## config.mk

```make
export PLATFORM = sky130hd
export DESIGN_NAME = keypad_entry
export DESIGN_NICKNAME = d
export VERILOG_FILES = /design/src/rtl/keypad_entry.sv
export SDC_FILE = /design/constraint.sdc
export NUM_CORES = 1
export LEC_CHECK = 0
export ABC_AREA = 0
export BUFFER_PORTS_ARGS = -buffer_cell sky130_fd_sc_hd__buf_2
export CAP_MARGIN = 20
export CORE_AREA = 10 10 138 140
export CTS_CLUSTER_SIZE = 25
export DETAILED_ROUTE_END_ITERATION = 7
export DIE_AREA = 0 0 148 150
export GPL_TIMING_DRIVEN = 0
export PLACE_DENSITY = 0.63
export RECOVER_POWER = 25
export SYNTH_ARGS = -nofsm -noshare
export SYNTH_HDL_FRONTEND = slang
export SYNTH_SLANG_ARGS = --single-unit
```

## constraint.sdc

```tcl
create_clock -name clk -period 5.7 [get_ports clk]
set_input_delay 0 -clock clk [delete_from_list [all_inputs] [get_ports clk]]
set_output_delay 0 -clock clk [all_outputs]
set_load 0.02 [all_outputs]
```

## src/rtl/keypad_entry.sv

```systemverilog
// 4x4 active-low keypad scanner with debounce, key decode and a 0..9999 decimal
// entry accumulator (digits append, * clears, # backspaces, A-D report only).
module keypad_entry #(
  parameter int SCAN_DIV = 1000,
  parameter int DEBOUNCE = 4
) (
  input  logic        clk,
  input  logic        rst_n,
  input  logic [3:0]  col_in,
  output logic [3:0]  row_out,
  output logic        key_valid,
  output logic [3:0]  key_code,
  output logic [13:0] value,
  output logic        overflow
);

  localparam int DW = (SCAN_DIV > 1) ? $clog2(SCAN_DIV) : 1;
  localparam logic [DW-1:0] DWELL_LAST = DW'(SCAN_DIV - 1);
  localparam logic [3:0]    DEB_N      = 4'(DEBOUNCE);

  localparam logic [1:0] S_IDLE = 2'd0;
  localparam logic [1:0] S_DEB  = 2'd1;
  localparam logic [1:0] S_HELD = 2'd2;
  localparam logic [1:0] S_REL  = 2'd3;

  logic [DW-1:0] dwell;
  logic [1:0]    row;
  logic [3:0]    sync1, sync2;
  logic [11:0]   img;
  logic [15:0]   full;
  logic          last_dwell, scan_end;
  logic [3:0]    cand_idx, cand_code;
  logic          cand_one;
  logic [1:0]    state;
  logic [3:0]    cnt, cnt_inc, stored;
  logic          accept;
  logic [3:0]    acc_code;

  assign row_out    = ~(4'b0001 << row);
  assign last_dwell = (dwell == DWELL_LAST);
  assign scan_end   = last_dwell && (row == 2'd3);
  // Row 3 is latched on the scan-end cycle itself, so take it straight from the synchronizer.
  assign full       = {~sync2, img};
  assign cand_one   = ($countones(full) == 1);
  assign cnt_inc    = cnt + 4'd1;

  always_ff @(posedge clk) begin
    if (!rst_n) begin
      dwell <= '0;
      row   <= 2'd0;
      sync1 <= 4'b1111;
      sync2 <= 4'b1111;
      img   <= '0;
    end else begin
      sync1 <= col_in;
      sync2 <= sync1;
      if (last_dwell) begin
        dwell <= '0;
        row   <= row + 2'd1;
        case (row)
          2'd0:    img[3:0]  <= ~sync2;
          2'd1:    img[7:4]  <= ~sync2;
          2'd2:    img[11:8] <= ~sync2;
          default: ;
        endcase
      end else begin
        dwell <= dwell + DW'(1);
      end
    end
  end

  always_comb begin
    cand_idx = 4'd0;
    for (int i = 0; i < 16; i++)
      if (full[i]) cand_idx = 4'(i);
  end

  always_comb begin
    case (cand_idx)
      4'd0:  cand_code = 4'd1;
      4'd1:  cand_code = 4'd2;
      4'd2:  cand_code = 4'd3;
      4'd3:  cand_code = 4'd10;
      4'd4:  cand_code = 4'd4;
      4'd5:  cand_code = 4'd5;
      4'd6:  cand_code = 4'd6;
      4'd7:  cand_code = 4'd11;
      4'd8:  cand_code = 4'd7;
      4'd9:  cand_code = 4'd8;
      4'd10: cand_code = 4'd9;
      4'd11: cand_code = 4'd12;
      4'd12: cand_code = 4'd14;
      4'd13: cand_code = 4'd0;
      4'd14: cand_code = 4'd15;
      default: cand_code = 4'd13;
    endcase
  end

  always_comb begin
    accept   = 1'b0;
    acc_code = stored;
    if (scan_end) begin
      if (state == S_IDLE && cand_one && DEB_N == 4'd1) begin
        accept   = 1'b1;
        acc_code = cand_code;
      end else if (state == S_DEB && cand_one && cand_code == stored && cnt_inc == DEB_N) begin
        accept = 1'b1;
      end
    end
  end

  always_ff @(posedge clk) begin
    if (!rst_n) begin
      state  <= S_IDLE;
      cnt    <= 4'd0;
      stored <= 4'd0;
    end else if (scan_end) begin
      case (state)
        S_IDLE: if (cand_one) begin
          stored <= cand_code;
          state  <= accept ? S_HELD : S_DEB;
          cnt    <= accept ? 4'd0 : 4'd1;
        end
        S_DEB: if (cand_one && cand_code == stored) begin
          state <= accept ? S_HELD : S_DEB;
          cnt   <= accept ? 4'd0 : cnt_inc;
        end else begin
          state <= S_IDLE;
          cnt   <= 4'd0;
        end
        S_HELD: if (!cand_one) begin
          state <= (DEB_N == 4'd1) ? S_IDLE : S_REL;
          cnt   <= (DEB_N == 4'd1) ? 4'd0 : 4'd1;
        end
        default: if (!cand_one) begin
          state <= (cnt_inc == DEB_N) ? S_IDLE : S_REL;
          cnt   <= (cnt_inc == DEB_N) ? 4'd0 : cnt_inc;
        end else begin
          // Key seen again while releasing: treat as bounce and stay held.
          state <= S_HELD;
          cnt   <= 4'd0;
        end
      endcase
    end
  end

  always_ff @(posedge clk) begin
    if (!rst_n) begin
      key_valid <= 1'b0;
      key_code  <= 4'd0;
      overflow  <= 1'b0;
      value     <= 14'd0;
    end else begin
      key_valid <= accept;
      overflow  <= accept && (acc_code <= 4'd9) && (value >= 14'd1000);
      if (accept) key_code <= acc_code;
      if (key_valid) begin
        if (key_code <= 4'd9) begin
          if (value < 14'd1000) value <= value * 14'd10 + {10'd0, key_code};
        end else if (key_code == 4'd14) begin
          value <= 14'd0;
        end else if (key_code == 4'd15) begin
          value <= value / 14'd10;
        end
      end
    end
  end

endmodule

```

Yosys cells after proc, flatten, opt, wreduce, memory -nomap -nowiden
Memory sizes are Yosys's and may differ from the RTL's.
Index checks and enable logic that the tools add are counted.

storage, ports and cells
  bits in registers = 62
  bits in read-only memories = 64
  output and inout bits = 24
  logic and storage cells = 111
  memories = 1

memory list
  name             words  width  read ports  clocked after memory_dff  wr ports  RTL line  RTL
  (no name shown)  16     4      1           0                         0         79        case (cand_idx)

cells by class
  add/subtract/negate cells = 19
  multipliers = 1
  divide/modulo/power cells = 1
  order comparisons = 4
  equality and inequality tests = 14
  shifts and indexed selects = 1
  mux-type cells = 36
  bitwise operators = 3
  reduce and logical (&&, ||, !) cells = 17

operator list
  kind                     number
  $mux W4                  20
  $mux W14                 4
  $add A1 B1 Y2            8
  $add A14 B4 Y14          1
  $div A14 B4 Y14 const B  1
  $ge A14 B10 Y1 const B   1
  $lt A14 B10 Y1 const B   1
  $mul A14 B3 Y13 const B  1
  $add A2 B2 Y3            4
  $mux W2                  6
  $pmux W4 S3              1
  $add A10 B1 Y10 const B  1
  $eq A10 B10 Y1 const B   1
  $reduce_and A3 Y1        3
  $add A3 B3 Y4            2
  $eq A4 B4 Y1 const B     2
  $le A4 B4 Y1 const B     2
  $not A4 Y4               2
  $logic_and A1 B1 Y1      7
  $eq A2 B2 Y1 const B     3
  $pmux W2 S3              1
  $reduce_and A2 Y1        3
  $add A4 B4 Y5            1
  $eq A5 B1 Y1 const B     1
  other kinds (13)         19

Logic depth before layout (Yosys ltp)
Gate-level depths: netlist (run 1).
An unclocked memory read counts as a cell.

  depth in word-level cells = 24
  gate-level depth with buffers = 21
  gate-level depth less buffers = 21

Worst setup path after synthesis (run 1)
OpenSTA, ideal clock, no wires.

  path type = register -> register
  start = reg img[5]
  end = reg cnt[1]
  arrival = 5189 ps
  setup slack = 436 ps
  stages on the path, launching flop included = 22
  buffers on the path = 0
  period minus slack after synthesis = 5264 ps
  path through = dfxtp_1 -> fa_1 -> inv_1 -> fa_1 -> inv_1 -> fa_1 -> inv_1 -> fa_1 -> inv_1 -> ha_1 -> inv_1 -> fa_1 -> a2111oi_0 -> a21oi_1 -> or4_1 -> nor2_1 -> nand3_1 -> nor2_1 -> nor4bb_1 -> a21oi_1 -> or3b_2 -> a21boi_0

between the ends
  cells in the longest elaborated chain, start to end = 20
  elaborated cells on any way between the ends = 31
  those cells by class = add/sub (4); eq/ne (4); mux (17); reduce/logical (5); memory (1)

RTL lines
  what                              RTL line  RTL
  start: declaration                29        logic [11:0] img;
  start signal: assignment          62        2'd1: img[7:4] <= ~sync2;
  $mux W4 (11 in a row)             75        if (full[i]) cand_idx = 4'(i);
  $mem_v2 Z16 W4                    -
  $eq A4 B4 Y1                      106, 124
  $logic_and A1 B1 Y1 (2 in a row)  106       end else if (state == S_DEB && cand_one && cand_code == stored && cnt_inc == DEB_N) begin
  $mux W1                           106
  $mux W1                           102       if (scan_end) begin
  $mux W4                           126       cnt <= accept ? 4'd0 : cnt_inc;
  $mux W4                           124       S_DEB: if (cand_one && cand_code == stored) begin
  $pmux W4 S3                       118       case (state)
  end signal: assignment            122       cnt <= accept ? 4'd0 : 4'd1;
  end signal: assignment            126
  end signal: assignment            133       cnt <= (DEB_N == 4'd1) ? 4'd0 : 4'd1;
  end: declaration                  35        logic [3:0] cnt, cnt_inc, stored;

Parallel ways exist; a longest one is shown, timed or not.
A chain may end at the register's enable or synchronous reset.

Final worst setup path (run 1)
  start = reg img[0]
  end = reg cnt[1]

between the ends
  cells in the longest elaborated chain, start to end = 13
  elaborated cells on any way between the ends = 18
  those cells by class = add/sub (4); eq/ne (3); mux (6); reduce/logical (5)

RTL lines
  what                                     RTL line  RTL
  start signal: assignment                 61        2'd0: img[3:0] <= ~sync2;
  $add A1 B1 Y2 (implied by the code) (*)  44        assign cand_one = ($countones(full) == 1);
  $add A2 B2 Y3 (implied by the code) (*)  44
  $add A3 B3 Y4 (implied by the code) (*)  44
  $add A4 B4 Y5 (implied by the code) (*)  44
  $eq A5 B1 Y1 (*)                         44
  $logic_and A1 B1 Y1 (3 in a row)         106
  $mux W1                                  106
  $mux W1                                  102
  $mux W4                                  126
  $mux W4                                  124
  $pmux W4 S3                              118

Every way passes the cells marked *; elsewhere a longest branch is shown, timed or not.

==> out/metrics.yaml, run 1 <==
place:
  dp_hpwl_um: 10900
  place_area_um2: 6010
  io_buffers: 28
  gp_congestion: 0.924
timing:
  fmax_mhz: 187
  setup_viol: 0
  fin_crit_sh_pct: 93.6
  worstMarginPinSlew_ns: 1.03
  tns_ns: 0
  hold_viol: 0
  finalMaxSlewViolations: 0
  max-slew-margin-rel_pct: 30.4
  skew_ns: 0.00541
  fin_crit_ns: 5.34
critical_path:
  r2r_cells: 21
  critical_path.max_fanout: 5
  crit_required_ns: 5.96
  worstPathCellList: "fa_1 -> inv_1 -> fa_1 -> inv_1 -> fa_1 -> inv_1 -> fa_1 -> inv_1 -> ha_2 -> inv_1 -> fa_1 -> a2111oi_2 -> a21oi_1 -> or4_4 -> nor2_4 -> nand3_1 -> nor2_2 -> nor4bb_4 -> a21oi_2 -> or3b_2 -> a21boi_1"
  rrSetupSlack_ns: 0.36
  crit_type: "flip-flop to flip-flop"
  cp_num_buf_inv: 5
  cp.arrival_ns: 5.60
  crit_slowest_cell: "fa_1"
  r2r_end: "cnt[1]"
  cp.depth: 21
  r2r-start: "img[0]"
  end_kind: "flip-flop"
  cp_top_family: "adder cells"
  slowest_delay_ns: 0.54
  startpoint_type: "flip-flop"
floorplan:
  start_util_pct: 34.2
  die_width_um: 148
  rows: 47
  die_y_um: 150
  io-pin-count: 30
  die_area_um2: 22200
  core_um2: 16300
routing:
  drt-vias-per-instance: 5.36
  vias: 5148
  wl_per_cell_um: 15.2
  dr.pass1.iters: 7
  ant_nets: 0
  drcViolationCount: 0
  drt_iter0_drc: 315
  wirelength_um: 14600
worst_hold_path:
  hold_start: "rst_n"
  worstHoldPathCells: 2
  hold_path.class: "input pin to flip-flop"
  hold_path_end: "sync2[1]"
grt:
  grt_pass1_vias: 4885
  overflow: 0
  groute.usage.overall_pct: 13.1
  antenna_found_initial: 0
  grt_max_degree: 11
  grt_pass1_wl_um: 24400
power_and_ir_drop:
  power.leakage_nw: 2.73
  irDropWorstVdd_mv: 0.133
  power_density_nw_per_um2: 168
cts:
  cts_tree: "done"
  cts.sinks: 62
  clockBufferDepth: 2
  root_buffer: "clkbuf_16"
  post-cts-setup-buffers: 0
  clk_pin_slew_ns: 0.05
  numCtsBuffers: 9
  htreeDepth: 3
  clk_latency_ns: 0.33
logic_synthesis:
  synth_nets: 746
  ys.flop_type: "dfxtp_1"
  synth-edff-count: 0
  synth_cell_types: 96
  ys_seq_area_share_pct: 22.2
  ys_async_sr_fraction_pct: 0
  ys_ff_latch: 62
  yosysWarnings: 0
  syn_avg_cell_area_um2: 8.10
  synthCells: 690
  syn_area_um2: 5590
cells_and_area:
  fin_area_um2: 6410
  layout_common_cells: "dfxtp_1, inv_1, nand2_1"
  final_common_cell: "dfxtp_1"
  nNetsFinal: 791
  synthToLayoutAreaGrowth_pct: 14.7
  fillCellCount: 1745
  drive_gt1_share_pct: 12.8
  num_antenna_cells: 0
run_status:
  status: "finished, final reports clean"
job:
  drv_cap: 0
==> power by group <==
group	internal, W	switching (W)	leakage [nW]
registers	0.000438	0.00000502	0.503
clock network	0.000393	0.000193	0.157
logic	0.0000200	0.0000266	2.07
total	0.000851	0.000225	2.73
==> cells in the mapped netlist, types with 4 or more instances <==
cell      count  area (um2)
a21oi_1      38         190
nor3b_1       4        30.0
xor2_1       19         166
or2_2         4        25.0
o211ai_1      9        67.6
o221ai_1      5        43.8
or2_1         4        25.0
a22oi_1       5        37.5
fa_1         12         240
nor3_1       11        55.1
nand2_1      55         206
a32oi_1       4        35.0
and3_1        7        43.8
ha_1         38         475
a31oi_1       7        43.8
and2_1        9        56.3
nor4_1        7        43.8
inv_1        55         206
o211a_1      17         170
a21o_1        8        60.1
nand3_1      26         130
o21a_1        4        30.0
nor2b_1      20         125
o21ai_0      36         180
nor2_1       46         173
o22ai_1       4        25.0
nand4_1       5        31.3
clkbuf_1     15        56.3
dfxtp_1      62        1240
buf_2        13        65.1
a211oi_1      4        30.0
xnor2_1      20         175
buf_6         5        56.3
mux2i_1       8        80.1
o21bai_1      9        67.6
nand2b_1     15        93.8
==> kinds of logic (layout without fill, tap and decap cells) <==
logic type	count (synthesis)	after routing	share of synthesized area [%]
and+or+nand+nor	238	238	23.0
adders and majority gates	52	52	13.2
xor gates and xnor gates	39	39	6.11
DFF	62	62	22.2
muxes	8	8	1.43
AOI/OAI and AO/OA	198	198	26.4
buffers and inverters	93	143	7.67
==> how the worst max path moves through the flow <==
stage	start	to	slack [ns]
final	img[0]	cnt[1]	0.36
after floorplan	img[5]	cnt[1]	0.44
after CTS	img[11]	cnt[1]	0.01
after global placement	img[0]	cnt[1]	-0.03
after detailed placement	img[11]	cnt[1]	-0.11
after global routing	img[0]	cnt[1]	-0.006
==> sequential cells by signal (all words and copies together), names as in the netlist <==
signal / flops
value: 14
img: 12
dwell: 10
acc_code: 4
cnt: 4
key_code: 4
sync1: 4
sync2: 4
row: 2
state: 2
key_valid: 1
overflow: 1
==> metal layers <==
metal	vias up	global-route usage [%]	wire length, um
met2	158	20.3	6380
met1	2396	17.4	6980
met4	0	3.96	267
li1	2568	-	-
met5	-	0	0
met3	26	3.47	960
==> through the flow <==
stage	hold slack [ns]	std cells	utilization [%]	worst slack (ns)	power, W
after detailed placement	0.185	939	36.8	-0.107	0.000494
after global placement	0.182	938	36.7	-0.0256	0.000493
after floorplan	0.101	690	-	0.436	0.000481
after global routing	0.0866	960	39.2	-0.00576	0.00112
after CTS	0.0732	959	39.0	0.0101	0.00109
final	0.0689	960	39.2	0.364	0.00108
==> final cells by class <==
class | instances | area [um2] | area share (%)
Tap cell | 220 | 275 | 4.29
Buffer | 37 | 219 | 3.42
Multi-Input combinational cell | 535 | 3970 | 61.9
Sequential cell | 62 | 1250 | 19.4
Clock inverter | 4 | 70.1 | 1.09
Clock buffer | 12 | 246 | 3.84
Inverter | 56 | 210 | 3.28
Timing Repair Buffer | 34 | 174 | 2.71
==> repair_timing <==
action / 4_1_cts / 5_1_grt
pin swaps: 0 / 1
hold buffers: 4 / 0
resized for setup: 2 / 14
endpoints found under the hold margin: 4 / 0
endpoints found under the setup margin: 1 / 10
No activity file was read; power rests on OpenSTA's default activity.
==> run 2, diff against run 1 <==
Settings changed: ABC_AREA 0 to 1, CORE_AREA 10 10 138 140 to 10 10 130 132, DIE_AREA 0 0 148 150 to 0 0 140 142.
==> run 2 against run 1 <==
Via count down 13%. Sequential cell count unchanged. Cell area shrank 13%. Worst setup slack gained 0.26 ns. Die area fell by 10%. Core utilization decreased by 0.25 points. Critical path type unchanged. Largest cell class unchanged. Wire length shrank 22%. Total power down 2.2%. Clock-buffer cell count unchanged.
==> out/metrics.yaml, run 2 <==
run_status:
  status: "finished, final reports clean"
power_and_ir_drop:
  p_sw_w: 0.000236
  p_sw_share_pct: 22.4
  power.leakage_nw: 2.59
  p_comb_share_pct: 4.8
  clockPowerShare_pct: 53.2
  p_int_w: 0.000817
  power_density_nw_per_um2: 189
  irDropWorstVdd_mv: 0.141
  power_frac_seq_pct: 42.1
timing:
  fin_crit_sh_pct: 89.0
  max-slew-margin-rel_pct: 57.6
  hold_viol: 0
  tns_ns: 0
  rsz0062_at_grt: "false"
  skew_ns: 0.00829
  fin_ws_ns: 0.625
  worstMarginPinSlew_ns: 0.636
  finalMaxSlewViolations: 0
  timing.hold.ws_ns: 0.217
  fin_crit_ns: 5.08
  setup_viol: 0
  fmax_mhz: 197
job:
  drv_cap: 0
logic_synthesis:
  ys_async_sr_fraction_pct: 0
  yosysMostFrequentCell: "nand2_1"
  synth_commonest_cells: "nand2_1, inv_1, dfxtp_1"
  synth_nets: 755
  synth_top_area_share_pct: 25.4
  synth_top_area_cell: "dfxtp_1"
  synthCells: 699
  ys_ff_latch: 62
  syn_avg_cell_area_um2: 7.00
  synth_cell_types: 44
  synth-edff-count: 0
  ys.flop_type: "dfxtp_1"
  synthTopCellsByArea: "dfxtp_1, ha_1, nand2_1"
  yosysWarnings: 0
  ys_seq_area_share_pct: 25.4
  syn_area_um2: 4890
floorplan:
  start_util_pct: 34.2
  die_width_um: 140
  core_um2: 14300
  io-pin-count: 30
  die_area_um2: 19900
  die_y_um: 142
  rows: 44
cts:
  clk_latency_ns: 0.34
  post-cts-setup-buffers: 0
  numCtsBuffers: 9
  cts_tree: "done"
  root_buffer: "clkbuf_16"
  cts.sinks: 62
  clockBufferDepth: 2
  htreeDepth: 3
  clk_pin_slew_ns: 0.06
cells_and_area:
  multiInputGateArea_um2: 3150
  reg.largest.list: "value x14, img x12, dwell x10"
  top_register: "value"
  synthToLayoutAreaGrowth_pct: 14.0
  nNetsFinal: 798
  ff_latch_area_um2: 1240
  final_common_cell: "nand2_1"
  largest_reg_flops: 14
  num_antenna_cells: 0
  layout_common_cells: "nand2_1, inv_1, dfxtp_1"
  drive_gt1_share_pct: 12.3
  layout.cells.non_filler: 931
  fillCellCount: 1556
  post-route-util_pct: 39.0
grt:
  overflow: 0
  grt_pass1_vias: 4174
  grt_max_degree: 11
  grt_pass1_wl_um: 19400
  antenna_found_initial: 0
  groute.usage.overall_pct: 11.5
routing:
  ant_nets: 0
  dr.pass1.iters: 5
  vias: 4472
  drt-vias-per-instance: 4.80
  drt_iter0_drc: 244
  drcViolationCount: 0
  wirelength_um: 11300
  wl_per_cell_um: 12.2
critical_path:
  crit_required_ns: 5.97
  rrSetupSlack_ns: 0.62
  critical_path.max_fanout: 10
  crit_type: "flip-flop to flip-flop"
  end_kind: "flip-flop"
  cp.arrival_ns: 5.35
  startpoint_type: "flip-flop"
place:
  io_buffers: 28
  gp_congestion: 0.832
  dp_hpwl_um: 8780
  dp.cells: 911
  pre_cts_ws_ns: 0.581
worst_hold_path:
  hold_path.class: "input pin to flip-flop"
[run 2: path summary, 6_finish.rpt]
kind,to,cells past startpoint,start
worst max register to register,overflow,21,img[0]
worst min register to register,sync2[3],1,sync1[3]
worst min-delay path,value[8],3,rst_n
worst max-delay path,overflow,21,img[0]
[run 2: stage by stage]
stage / power (W) / cell area (um2)
finish: 0.00105 / 5580
global route: 0.00109 / 5580
CTS: 0.00106 / 5600
detailed placement: 0.000500 / 5260
global placement: 0.000499 / 5260
floorplan: 0.000487 / 4890
[run 2: cell type report]
type                            count  share of cell area (%)
Timing Repair Buffer               32                    2.78
Clock inverter                      4                   0.808
Buffer                             10                   0.695
Clock buffer                       12                    4.60
Tap cell                          184                    4.13
Sequential cell                    62                    22.3
Inverter                          124                    8.34
Multi-Input combinational cell    503                    56.4
[run 2: what timing repair did]
action | CTS | global route
endpoints found under the hold margin | 4 | 0
hold buffers | 4 | 0
gates resized for setup | 0 | 0
[run 2: cells by family after synthesis]
group | count (synthesis) | synth area share [%]
xor gates and xnor gates | 13 | 2.33
and+or+nand+nor | 304 | 30.1
adders and majority gates | 50 | 14.6
AOI/OAI and AO/OA | 136 | 17.3
buffers and inverters | 134 | 10.3
DFF | 62 | 25.4
[run 2: routing by layer]
layer  vias to the layer above  share of wire, %  global-route usage (%)
met1                      2015                49                    14.6
met3                        15               4.0                    2.80
met4                         0               1.9                    4.40
li1                       2391                 -                       -
met5                         -                 0                       0
met2                        51                45                    18.5
[run 2: worst max-delay path, cell delays in order (launching register included)]
cell and delay, ns:
dfxtp_1 0.32, fa_1 0.53, inv_1 0.05, fa_1 0.50, inv_1 0.05, fa_1 0.49, inv_1 0.05, fa_1 0.43
inv_1 0.06, ha_1 0.16, inv_1 0.05, fa_1 0.48, nand2_1 0.07, nor4_1 0.29, nand2_1 0.10, nor2_1 0.18
o211ai_1 0.12, nor4_1 0.40, nand2_1 0.11, clkbuf_1 0.24, nor2_1 0.16, and3_1 0.17
[run 2: power groups by stage]
stage	clock, W	sequential, W	combinational [W]
finish	0.000560	0.000443	0.0000501
global route	0.000586	0.000443	0.0000578
CTS	0.000571	0.000443	0.0000503
detailed placement	0	0.000452	0.0000481
global placement	0	0.000452	0.0000472
floorplan	0	0.000450	0.0000362
==> run 3, diff against run 2 <==
Settings changed: CTS_CLUSTER_DIAMETER set to 100, PLACE_DENSITY 0.63 to not set.
==> run 3 against run 2 <==
Final cell count is the same. Worst hold slack worse by 0.0031 ns. Clock power decreased by 0.9%. Core utilization is essentially flat. Clock-buffer cell count stayed put. Non-clock buffer count is the same. Sequential power hardly changed. Sequential share of layout area is essentially flat. Global-route usage rose by 0.33 points. Sequential cell count did not move. Largest power group unchanged.
==> out/metrics.yaml, run 3 (same netlist as run 2, synthesis figures left out) <==
run_status:
  status: "finished, final reports clean"
timing:
  rsz0062_at_grt: "false"
  fin_crit_ns: 5.02
  fmax_mhz: 199
  finalMaxSlewViolations: 0
  tns_ns: 0
  skew_ns: 0.0105
  fin_crit_sh_pct: 88.0
  hold_viol: 0
  max-slew-margin-rel_pct: 59.0
  setup_viol: 0
  fin_ws_ns: 0.684
  worstMarginPinSlew_ns: 0.615
cts:
  numCtsBuffers: 9
  cts_tree: "done"
  htreeDepth: 3
  clockBufferDepth: 2
  clk_pin_slew_ns: 0.06
  clk_latency_ns: 0.34
  root_buffer: "clkbuf_16"
  cts.sinks: 62
critical_path:
  r2r_cells: 20
  crit_required_ns: 5.98
  r2r-start: "sync2[1]"
  rrSetupSlack_ns: 0.68
  cp.arrival_ns: 5.29
  crit_type: "flip-flop to flip-flop"
  slowest_delay_ns: 0.56
  critical_path.max_fanout: 10
  worstPathCellList: "fa_1 -> inv_1 -> fa_1 -> fa_1 -> inv_1 -> fa_1 -> inv_1 -> ha_1 -> inv_1 -> fa_1 -> nand2_1 -> nor4_1 -> nand2_1 -> nor2_1 -> o211ai_1 -> nor4_2 -> nand2_1 -> clkbuf_1 -> nor2_1 -> and3_1"
  crit_slowest_cell: "fa_1"
  r2r_end: "overflow"
  startpoint_type: "flip-flop"
  end_kind: "flip-flop"
  cpMostUsedCell: "fa_1"
grt:
  grt_pass1_vias: 4195
  grt_pass1_wl_um: 19900
  groute.usage.overall_pct: 11.8
  grt_max_degree: 11
  antenna_found_initial: 0
  overflow: 0
cells_and_area:
  nNetsFinal: 798
  reg.largest.list: "value x14, img x12, dwell x10"
  fillCellCount: 1554
  num_antenna_cells: 0
  largest_reg_flops: 14
  final_common_cell: "nand2_1"
  drive_gt1_share_pct: 12.4
  layout_common_cells: "nand2_1, inv_1, dfxtp_1"
  synthToLayoutAreaGrowth_pct: 14.2
  top_register: "value"
power_and_ir_drop:
  p_int_w: 0.000817
  power_density_nw_per_um2: 188
  p_sw_share_pct: 22.1
  clockPowerShare_pct: 53.0
  p_comb_share_pct: 4.8
  power.leakage_nw: 2.59
  irDropWorstVdd_mv: 0.122
  power_frac_seq_pct: 42.3
  p_sw_w: 0.000231
place:
  dp_hpwl_um: 8870
  io_buffers: 28
  gp_congestion: 0.797
  pre_cts_ws_ns: 0.573
floorplan:
  core_um2: 14300
  io-pin-count: 30
  rows: 44
  start_util_pct: 34.2
  die_area_um2: 19900
  die_y_um: 142
  die_width_um: 140
routing:
  wl_per_cell_um: 12.1
  vias: 4451
  drcViolationCount: 0
  wirelength_um: 11300
  drt_iter0_drc: 234
  dr.pass1.iters: 4
  drt-vias-per-instance: 4.78
  ant_nets: 0
worst_hold_path:
  hold_path.class: "input pin to flip-flop"
  hold_path_end: "value[8]"
  hold_start: "rst_n"
  worstHoldPathCells: 3
job:
  drv_cap: 0
==> run 3: worst max path at each step <==
stage	start	endpoint	cells past startpoint
6_report	sync2[1]	overflow	20
5_1_grt	sync2[1]	overflow	20
4_1_cts	sync2[1]	overflow	20
3_5_place_dp	sync2[1]	overflow	20
3_3_place_gp	sync2[1]	overflow	20
2_1_floorplan	img[0]	state[1]	20
==> run 3: metrics by stage <==
step           total power, W  util, %  area (um2)  hold WS (ns)  cells
3_5_place_dp         0.000500     36.8        5260         0.188    911
4_1_cts               0.00106     39.1        5600         0.216    931
6_report              0.00105     39.0        5580         0.213    931
3_3_place_gp         0.000499     36.8        5260         0.185    911
2_1_floorplan        0.000487        -        4890         0.107    699
5_1_grt               0.00109     39.0        5580         0.257    931
==> run 3: final cells by class <==
cell class / count / area, um2 / area share (%)
multi-input cells: 503 / 3150 / 56.4
flip-flops and latches: 62 / 1240 / 22.2
inverters: 124 / 465 / 8.34
clock buffers: 12 / 256 / 4.59
well taps: 184 / 230 / 4.12
repair buffers: 32 / 155 / 2.78
clock inverters: 4 / 45.0 / 0.807
plain buffers: 10 / 38.8 / 0.695
==> run 3: routing by layer <==
layer / routed length (um) / vias up / GRT usage, %
met1: 5670 / 1998 / 15.2
met3: 318 / 12 / 2.50
li1: - / 2401 / -
met2: 5090 / 40 / 18.8
met4: 215 / 0 / 5.22
met5: 0 / - / 0
==> run 3: power by group through the flow <==
stage / registers, W / clock network (W) / logic (W)
after floorplan: 0.000450 / 0 / 0.0000362
after global placement: 0.000452 / 0 / 0.0000474
after detailed placement: 0.000452 / 0 / 0.0000483
after CTS: 0.000443 / 0.000572 / 0.0000504
after global routing: 0.000443 / 0.000587 / 0.0000597
final: 0.000443 / 0.000555 / 0.0000500
==> run 3: what timing repair did <==
item	CTS	global route
hold buffers	4	0
endpoints found under the hold margin	4	0
endpoints found under the setup margin	0	1
buffers inserted	0	0
gates resized for setup	0	1
==> run 3: critical path: cells and delay by family (launching register included) <==
| kind | cells | cell delay [ns] |
|---|---|---|
| buf+inv | 5 | 0.44 |
| simple gates | 8 | 1.41 |
| flops | 1 | 0.40 |
| fa+ha+maj | 6 | 2.58 |
| compound gates | 1 | 0.14 |
